**src/rtl/serv_arb_pkg.sv**
```systemverilog
// serv_arb_pkg
// Shared definitions for the SERV instruction/data bus arbiter:
//   - 2-bit state encoding (IDLE, GNT_I, GNT_D, TURN) and the enum built on it
//   - the constant byte-enable value driven for instruction fetches
package serv_arb_pkg;

    localparam logic [1:0] ST_IDLE  = 2'd0;
    localparam logic [1:0] ST_GNT_I = 2'd1;
    localparam logic [1:0] ST_GNT_D = 2'd2;
    localparam logic [1:0] ST_TURN  = 2'd3;

    typedef enum logic [1:0] {
        IDLE  = ST_IDLE,
        GNT_I = ST_GNT_I,
        GNT_D = ST_GNT_D,
        TURN  = ST_TURN
    } arb_state_t;

    // Instruction fetches always read a full word.
    localparam logic [3:0] IBUS_SEL = 4'hF;

endpackage

```
**src/rtl/serv_arb_wdog.sv**
```systemverilog
// serv_arb_wdog
// Stall watchdog for the bus arbiter. Counts granted cycles that pass
// without a slave acknowledge and flags expiry once the count is all-ones.
// Only instantiated when SERV_ARB_TIMEOUT_EN is defined.
// Ports:
//   clk      clock
//   rst      synchronous active-high reset
//   clear    restart the count (asserted on the grant edge)
//   active   a transaction is currently granted
//   ack      slave acknowledge for the current transaction
//   expired  count reached all-ones while granted
module serv_arb_wdog #(
    parameter int TIMEOUT_W = 8
) (
    input  logic clk,
    input  logic rst,
    input  logic clear,
    input  logic active,
    input  logic ack,
    output logic expired
);

    logic [TIMEOUT_W-1:0] count;

    // The count parks at all-ones after expiry; the next grant clears it.
    always_ff @(posedge clk) begin
        if (rst || clear) begin
            count <= '0;
        end else if (active && !ack && !expired) begin
            count <= count + 1'b1;
        end
    end

    assign expired = active && (count == '1);

endmodule

```
**src/rtl/serv_bus_arbiter.sv**
```systemverilog
// serv_bus_arbiter
// Shares one Wishbone-classic port between SERV's instruction and data buses.
// Fixed priority (dbus over ibus), grant held until the slave acks, registered
// shared-port outputs, and one forced idle (TURN) cycle after every completion.
// Optional feature macro: SERV_ARB_TIMEOUT_EN adds a stall watchdog that
// terminates a transaction after 2^TIMEOUT_W-1 unacknowledged granted cycles.
// Ports:
//   i_clk, i_rst                     clock, synchronous active-high reset
//   i_ibus_adr/cyc, o_ibus_rdt/ack   instruction fetch requester
//   i_dbus_adr/dat/sel/we/cyc        data requester request fields
//   o_dbus_rdt/ack                   data requester response
//   o_wb_adr/dat/sel/we/cyc          shared slave port request (registered)
//   i_wb_rdt/ack                     shared slave port response
//   o_err                            one-cycle watchdog expiry pulse (0 when off)
module serv_bus_arbiter
    import serv_arb_pkg::*;
#(
    parameter int AW        = 32,
    parameter int TIMEOUT_W = 8
) (
    input  logic          i_clk,
    input  logic          i_rst,
    input  logic [AW-1:0] i_ibus_adr,
    input  logic          i_ibus_cyc,
    output logic [31:0]   o_ibus_rdt,
    output logic          o_ibus_ack,
    input  logic [AW-1:0] i_dbus_adr,
    input  logic [31:0]   i_dbus_dat,
    input  logic [3:0]    i_dbus_sel,
    input  logic          i_dbus_we,
    input  logic          i_dbus_cyc,
    output logic [31:0]   o_dbus_rdt,
    output logic          o_dbus_ack,
    output logic [AW-1:0] o_wb_adr,
    output logic [31:0]   o_wb_dat,
    output logic [3:0]    o_wb_sel,
    output logic          o_wb_we,
    output logic          o_wb_cyc,
    input  logic [31:0]   i_wb_rdt,
    input  logic          i_wb_ack,
    output logic          o_err
);

    arb_state_t state;
    logic       granted;
    logic       ack_hit;
    logic       timeout;
    logic       done;

    assign granted = (state == GNT_I) || (state == GNT_D);

    // An ack arriving while reset is asserted belongs to a transaction that is
    // being abandoned, so it is not forwarded to the requester.
    assign ack_hit = granted && i_wb_ack && !i_rst;

`ifdef SERV_ARB_TIMEOUT_EN
    logic grant_now;
    logic expired;

    assign grant_now = (state == IDLE) && (i_dbus_cyc || i_ibus_cyc);

    serv_arb_wdog #(
        .TIMEOUT_W(TIMEOUT_W)
    ) u_wdog (
        .clk     (i_clk),
        .rst     (i_rst),
        .clear   (grant_now),
        .active  (granted),
        .ack     (i_wb_ack),
        .expired (expired)
    );

    // A real ack on the expiry cycle wins and completes normally.
    assign timeout = expired && !i_wb_ack && !i_rst;
`else
    // Keeps the width parameter referenced when the watchdog is compiled out.
    logic [TIMEOUT_W-1:0] unused_stall_count;
    assign unused_stall_count = '0;
    assign timeout            = 1'b0;
`endif

    assign done = ack_hit || timeout;

    assign o_ibus_ack = (state == GNT_I) && done;
    assign o_dbus_ack = (state == GNT_D) && done;

    // Read data is a pass-through; a watchdog-terminated fetch returns zero.
    assign o_ibus_rdt = timeout ? 32'h0 : i_wb_rdt;
    assign o_dbus_rdt = timeout ? 32'h0 : i_wb_rdt;
    assign o_err      = timeout;

    // Arbitration FSM. The shared-port fields are captured on the grant edge
    // and held untouched until the transaction completes, so requester inputs
    // are ignored while granted. TURN absorbs a requester cyc that lingers one
    // cycle past its ack.
    always_ff @(posedge i_clk) begin
        if (i_rst) begin
            state    <= IDLE;
            o_wb_cyc <= 1'b0;
            o_wb_we  <= 1'b0;
            o_wb_adr <= '0;
            o_wb_dat <= '0;
            o_wb_sel <= '0;
        end else begin
            case (state)
                IDLE: begin
                    if (i_dbus_cyc) begin
                        state    <= GNT_D;
                        o_wb_cyc <= 1'b1;
                        o_wb_adr <= i_dbus_adr;
                        o_wb_dat <= i_dbus_dat;
                        o_wb_sel <= i_dbus_sel;
                        o_wb_we  <= i_dbus_we;
                    end else if (i_ibus_cyc) begin
                        state    <= GNT_I;
                        o_wb_cyc <= 1'b1;
                        o_wb_adr <= i_ibus_adr;
                        o_wb_dat <= '0;
                        o_wb_sel <= IBUS_SEL;
                        o_wb_we  <= 1'b0;
                    end
                end
                GNT_I, GNT_D: begin
                    if (done) begin
                        state    <= TURN;
                        o_wb_cyc <= 1'b0;
                    end
                end
                TURN: begin
                    state <= IDLE;
                end
                default: begin
                    state    <= IDLE;
                    o_wb_cyc <= 1'b0;
                end
            endcase
        end
    end

endmodule
```
**config.mk**
```make
export PLATFORM = sky130hd
export DESIGN_NAME = serv_bus_arbiter
export DESIGN_NICKNAME = d
export VERILOG_FILES = /design/src/rtl/serv_arb_pkg.sv /design/src/rtl/serv_arb_wdog.sv /design/src/rtl/serv_bus_arbiter.sv
export SDC_FILE = /design/constraint.sdc
export NUM_CORES = 1
export LEC_CHECK = 0
export CELL_PAD_IN_SITES_DETAIL_PLACEMENT = 2
export CELL_PAD_IN_SITES_GLOBAL_PLACEMENT = 2
export CORE_ASPECT_RATIO = 0.5
export CORE_MARGIN = 8
export CORE_UTILIZATION = 16
export CTS_CLUSTER_DIAMETER = 100
export CTS_CLUSTER_SIZE = 8
export DETAILED_ROUTE_END_ITERATION = 7
export PLACE_DENSITY_LB_ADDON = 0.1
export SYNTH_ARGS = -nofsm -noshare
export SYNTH_HDL_FRONTEND = slang
export SYNTH_SLANG_ARGS = --single-unit
export TNS_END_PERCENT = 10
```
**constraint.sdc**
```tcl
create_clock -name i_clk -period 1.37 [get_ports i_clk]
set_input_delay 0.137 -clock i_clk [delete_from_list [all_inputs] [get_ports i_clk]]
set_output_delay 0.137 -clock i_clk [all_outputs]
set_load 0.02 [all_outputs]
```
# --- Word level (Yosys, flattened, before mapping) ---
# Index checks and enable logic that the tools add are counted.
classes:
  mux: 16
  n_reduce_logical: 13
  eq_ne: 5
op_table:
  columns: ["cell", "count"]
  rows:
  - ["$mux W32", 4]
  - ["$mux W4", 2]
  - ["$mux W2", 3]
  - ["$pmux W2 S3", 1]
  - ["$mux W1", 5]
  - ["$eq A2 B2 Y1 const B", 2]
  - ["$logic_and A1 B1 Y1", 4]
  - ["$reduce_and A2 Y1", 2]
  - ["$reduce_bool A2 Y1", 2]
  - ["$ne A3 B3 Y1 const B", 1]
  - ["$reduce_and A3 Y1", 1]
  - ["$eq A2 B1 Y1 const B", 1]
  - ["$logic_not A2 Y1", 1]
  - ["$ne A2 B2 Y1 const B", 1]
  - ["$pmux W1 S2", 1]
  - ["$reduce_or A2 Y1", 1]
  - ["$logic_not A1 Y1", 1]
  - ["$logic_or A1 B1 Y1", 1]
word_totals:
  word_cells: 40
  out_inout_bits: 137
  input_bits: 138
  ff_bits: 72

# --- Depth between registers and ports, before layout ---
depth:
  word_depth: 6
  ltp_mapped: 7
  ltp_nobuf: 5

# --- Worst setup path after synthesis ---
# Ideal clock, no wire load.
synth_timing:
  kind: "reg2reg"
  startpoint: "reg state[0]"
  endpoint: "reg o_wb_dat[0]"
  path_stages_with_launch: 8
  setup_ps: 128
  period_less_slack_ps: 1417
  slack_ps: -47
  t_arrival_ps: 1290
  cell_sequence: "dfxtp_1 inv_1 ha_1 and2_1 buf_2 buf_4 a22oi_1 nor2_1"
synth_via:
  elab_chain_len: 2
synth_rtl:
  columns: ["element", "line", "text"]
  rows:
  - ["start: declaration", "serv_bus_arbiter.sv:44", "arb_state_t state;"]
  - ["start signal: assignment", "serv_bus_arbiter.sv:98", "state <= IDLE;"]
  - ["start signal: assignment", "serv_bus_arbiter.sv:108", "state <= GNT_D;"]
  - ["start signal: assignment", "serv_bus_arbiter.sv:115", "state <= GNT_I;"]
  - ["$logic_not A2 Y1", "serv_bus_arbiter.sv:105", "case (state)"]
  - ["$reduce_and A2 Y1 (no line)", null, null]
  - ["end signal: assignment", "serv_bus_arbiter.sv:111", "o_wb_dat <= i_dbus_dat;"]
  - ["end: declaration", "serv_bus_arbiter.sv:35", "output logic [31:0] o_wb_dat,"]
# No other way between the ends.
# A chain may end at the register's enable or synchronous reset.

# --- Worst setup path after layout ---
layout_timing:
  startpoint: "reg state[1]"
  endpoint: "out o_dbus_ack"
layout_via:
  elab_chain_len: 5
layout_rtl:
  columns: ["element", "line", "text"]
  rows:
  - ["$eq A2 B1 Y1 or $eq A2 B2 Y1 (tied branches)", "serv_bus_arbiter.sv:50, serv_bus_arbiter.sv:85", null]
  - ["$logic_or A1 B1 Y1", "serv_bus_arbiter.sv:50", "assign granted = (state == GNT_I) || (state == GNT_D);"]
  - ["$logic_and A1 B1 Y1 (2 in a row)", "serv_bus_arbiter.sv:54", "assign ack_hit = granted && i_wb_ack && !i_rst;"]
  - ["$logic_and A1 B1 Y1 *", "serv_bus_arbiter.sv:85", "assign o_dbus_ack = (state == GNT_D) && done;"]
  - ["end: declaration", "serv_bus_arbiter.sv:33", "output logic o_dbus_ack,"]
# Every way passes the cells marked *; elsewhere a longest branch is shown, timed or not.

==> summary.md <==
| Metric | Value |
|---|---|
| Cell-internal power | about 6500 µW |
| Antenna cells | 0 |
| Full die area | 27100 µm² |
| Worst path slowest cell | dfxtp_2 |
| DRC | 0 |
| Synth Register Bits | ~70 |
| First-pass GRT wire length | between 20 and 25 mm |
| Final core occ | between 20% and 30% |
| Input/output buffers | between 150 and 200 |
| Compound-Gate Fraction of Synth Area | 18.7% |
| Area growth syn-to-layout | 58.5% |
| Final period util | 102% |
| Fill count | approximately 2400 |
| Critical path endpoint category | output port |
| Synthesized Nets | roughly 500 |
| # H-tree levels | 3 |
| CTS Buf Count | 9 |
| Initial core utilization | ~16% |
| Post-placement cell area | approximately 5200 µm² |
| Die Span Y | around 120 µm |
| Fmax achieved | ~700 MHz |
| Io pins | approximately 280 |
| WP data required | approximately 1200 ps |
| Pre-Repair DR Iteration Count | 4 |
| Routed WL | around 13 mm |
| Core Footprint | approximately 22000 µm² |
| Post-place setup slack | -342 ps |
| Ys flop type | dfxtp_1 |
| Max-slew violations | 0 |
| Syn. warnings | 0 |
| Site Rows | 38 |
| Status | complete, but fails checks |
| CTS tree | done |
| RD Place Congestion | about 0.64 |
| Net count, final | slightly above 600 |
| Reg power frac | roughly 28% |
| Clk slew on worst S/H paths | ~60 ps |
| Clock Tree Buf Depth | 2 |
| FF/Latch Area | around 1400 µm² |
| Hold_buf cts | 0 |
| DR vias | 2992 |
| Synth Cell Area | ~3500 µm² |
| Layout Skew | between 4 and 5 ps |
| Final setup fails | 2 |
| Critical setup path kind | reg -> out |
| Mean post-synth cell area | approximately 9.5 µm² |
| Largest family of logic cells by synthesized area | buffers and inverters |
| CTS Sinks | 72 |
| Synth Area in Simple Gates | between 10% and 20% |
| Starting DRT DRC Count | slightly below 70 |
| Critical-path cell list | inv_2 > ha_4 > and3_4 > buf_6 |
| Switching Fraction | 38.9% |
| Post-Syn Instances | roughly 370 |
| Hold Path Class | in -> out |
| Clock network power share | about 22% |
| Sequential-to-total area share from yosys stat | 41.2% |
| Psw | between 4000 and 5000 µW |
| Cell Pwr Density | 1920 nW/µm² |
| RSZ-0062 raised after global routing | yes |
| Most common cell after layout, fill and taps aside | clkdlybuf4s50_1 |
| Post-Synth XOR/XNOR Area | 0% |
| Vias per cell | 3.82 |
| Antenna Violating Nets Remaining | 0 |
| Adder-Cell Fraction of Synth Area | under 10% |
| Drt wl/cell | 17.1 µm |
| Final setup margin | -30.9 ps |
| Lkg Pwr | 0.00234 µW |
| Worst-Skew Late Latency | between 300 and 400 ps |
| Vias in the first global route | 3363 |
| Synth cell types | 25 |
| Peak VDD IR | about 660 µV |
| Final hold viol count | 0 |
| Arrival @ worst endpoint | 1260 ps |
| Most frequent cells in the layout | 103 x clkdlybuf4s50_1, 70 x dfxtp_1, 70 x dlygate4sd2_1, 69 x nor2_1 |
| Post-synth EDFFs | 0 |
| DPL Wire Length | just under 10 mm |
| Worst Path Max Fanout | 3 |
| Initial antenna violation count | 0 |
| Root Driver | clkbuf_16 |
| Area of the multi-input gates | 1500 µm² |
| Layout cell share with drive strength beyond 1 | 17.4% |
| Final Instance Area | around 5500 µm² |
| Total track usage | between 9 and 10% |
| Post-synthesis mux area share | about a tenth |
| Violated checks | setup timing |
| Tmin final | 1400 ps |
| Congestion Overflow GR | 0 |
| Largest net degree at the start of global routing | 75 |
| Critical Path Start Type | register |
| Postcts setup bufs | 0 |
| Die Wd | approximately 230 µm |
| Gate power share | approximately half |
| Fraction of registers with async set/reset | 0% |
| Max cap viols | 0 |
| CP max stage delay | ~330 ps |
per-stage QoR:
stage                     cells  TNS, ps  hold WS [ps]  total power (µW)
after floorplan             366    -15.8           300              6260
after global placement      768    -2160           274              8430
after detailed placement    768    -3030           274              8500
after CTS                   783     -151           274             10800
after global routing        784     -394           274             11500
final                       784    -59.6           274             10600
kinds of logic (layout without fill, tap and decap cells):
family	Yosys count	count (layout)
adders and majority gates	3	3
other	1	1
muxes	34	34
and+or+nand+nor	88	88
DFF	72	72
buffers and inverters	95	213
AOI/OAI and AO/OA	73	73
power groups by stage:
stage	Combinational [µW]	Sequential, µW	Clock (µW)
2_1_floorplan	2540	3720	0
3_3_place_gp	5390	3030	0
3_5_place_dp	5440	3060	0
4_1_cts	5230	3010	2520
5_1_grt	5770	3090	2600
6_report	5280	3000	2360
flip-flops by register name, summed over array words and instances (netlist names):
signal,flops
o_wb_we,1
o_wb_dat,32
o_wb_sel,4
o_wb_adr,32
state,2
o_wb_cyc,1
cells in the mapped netlist (2+ instances only):
| library cell | count | area, µm² |
|---|---|---|
| ha_1 | 3 | 37.5 |
| a211oi_1 | 9 | 67.6 |
| nor2_1 | 76 | 285 |
| and3_1 | 2 | 12.5 |
| a22oi_1 | 33 | 248 |
| mux2i_1 | 32 | 320 |
| buf_6 | 2 | 22.5 |
| mux2_2 | 2 | 22.5 |
| a211oi_2 | 23 | 288 |
| buf_2 | 8 | 40.0 |
| dfxtp_1 | 72 | 1440 |
| a21oi_1 | 4 | 20.0 |
| nand2b_1 | 3 | 18.8 |
| inv_1 | 3 | 11.3 |
| buf_4 | 75 | 563 |
| clkbuf_1 | 7 | 26.3 |
| nor3_1 | 4 | 20.0 |
timing repair:
action                     in CTS  in global routing
gates cloned                    0                  1
gates resized for setup        95                 18
setup endpoints to repair     141                 48
pin swaps                       2                 15
final timing paths:
path / from / endpoint / slack [ps] / cells past startpoint
worst min-delay path: i_wb_rdt[0] / o_dbus_rdt[0] / 270 / 0
worst max register to register: state[0]$_SDFFE_PP0P_ / state[1]$_SDFFE_PP0P_ / 20 / 5
worst min register to register: o_wb_dat[16]$_SDFFE_PP0P_ / o_wb_dat[16]$_SDFFE_PP0P_ / 490 / 2
worst max-delay path: state[1]$_SDFFE_PP0P_ / o_dbus_ack / -30 / 4
layer usage:
metal | share of wire (%) | vias to the layer above | routed length [µm] | global-route usage (%)
li1 | - | 1418 | - | -
met1 | 36 | 1467 | 4820 | 9.44
met2 | 56 | 80 | 7470 | 18.4
met3 | 7.0 | 27 | 933 | 4.18
met4 | 1.1 | 0 | 151 | 2.81
met5 | 0 | - | 0 | 0
final cells by class:
class | instances | share of cell area (%)
repair buffers | 195 | 34.7
inverters | 3 | 0.203
flip-flops and latches | 72 | 26.1
clock buffers | 12 | 4.45
well taps | 300 | 6.78
multi-input cells | 199 | 27.0
clock inverters | 3 | 0.768
worst max-delay path: cells and delay by family, from the launching register on:
kind / cells / cell delay, ps
flip-flops: 1 / 330
AND/OR/NAND/NOR: 1 / 170
adder cells (fa/ha/maj): 1 / 270
buffers and inverters: 2 / 160
No activity file was read; power rests on OpenSTA's default activity.
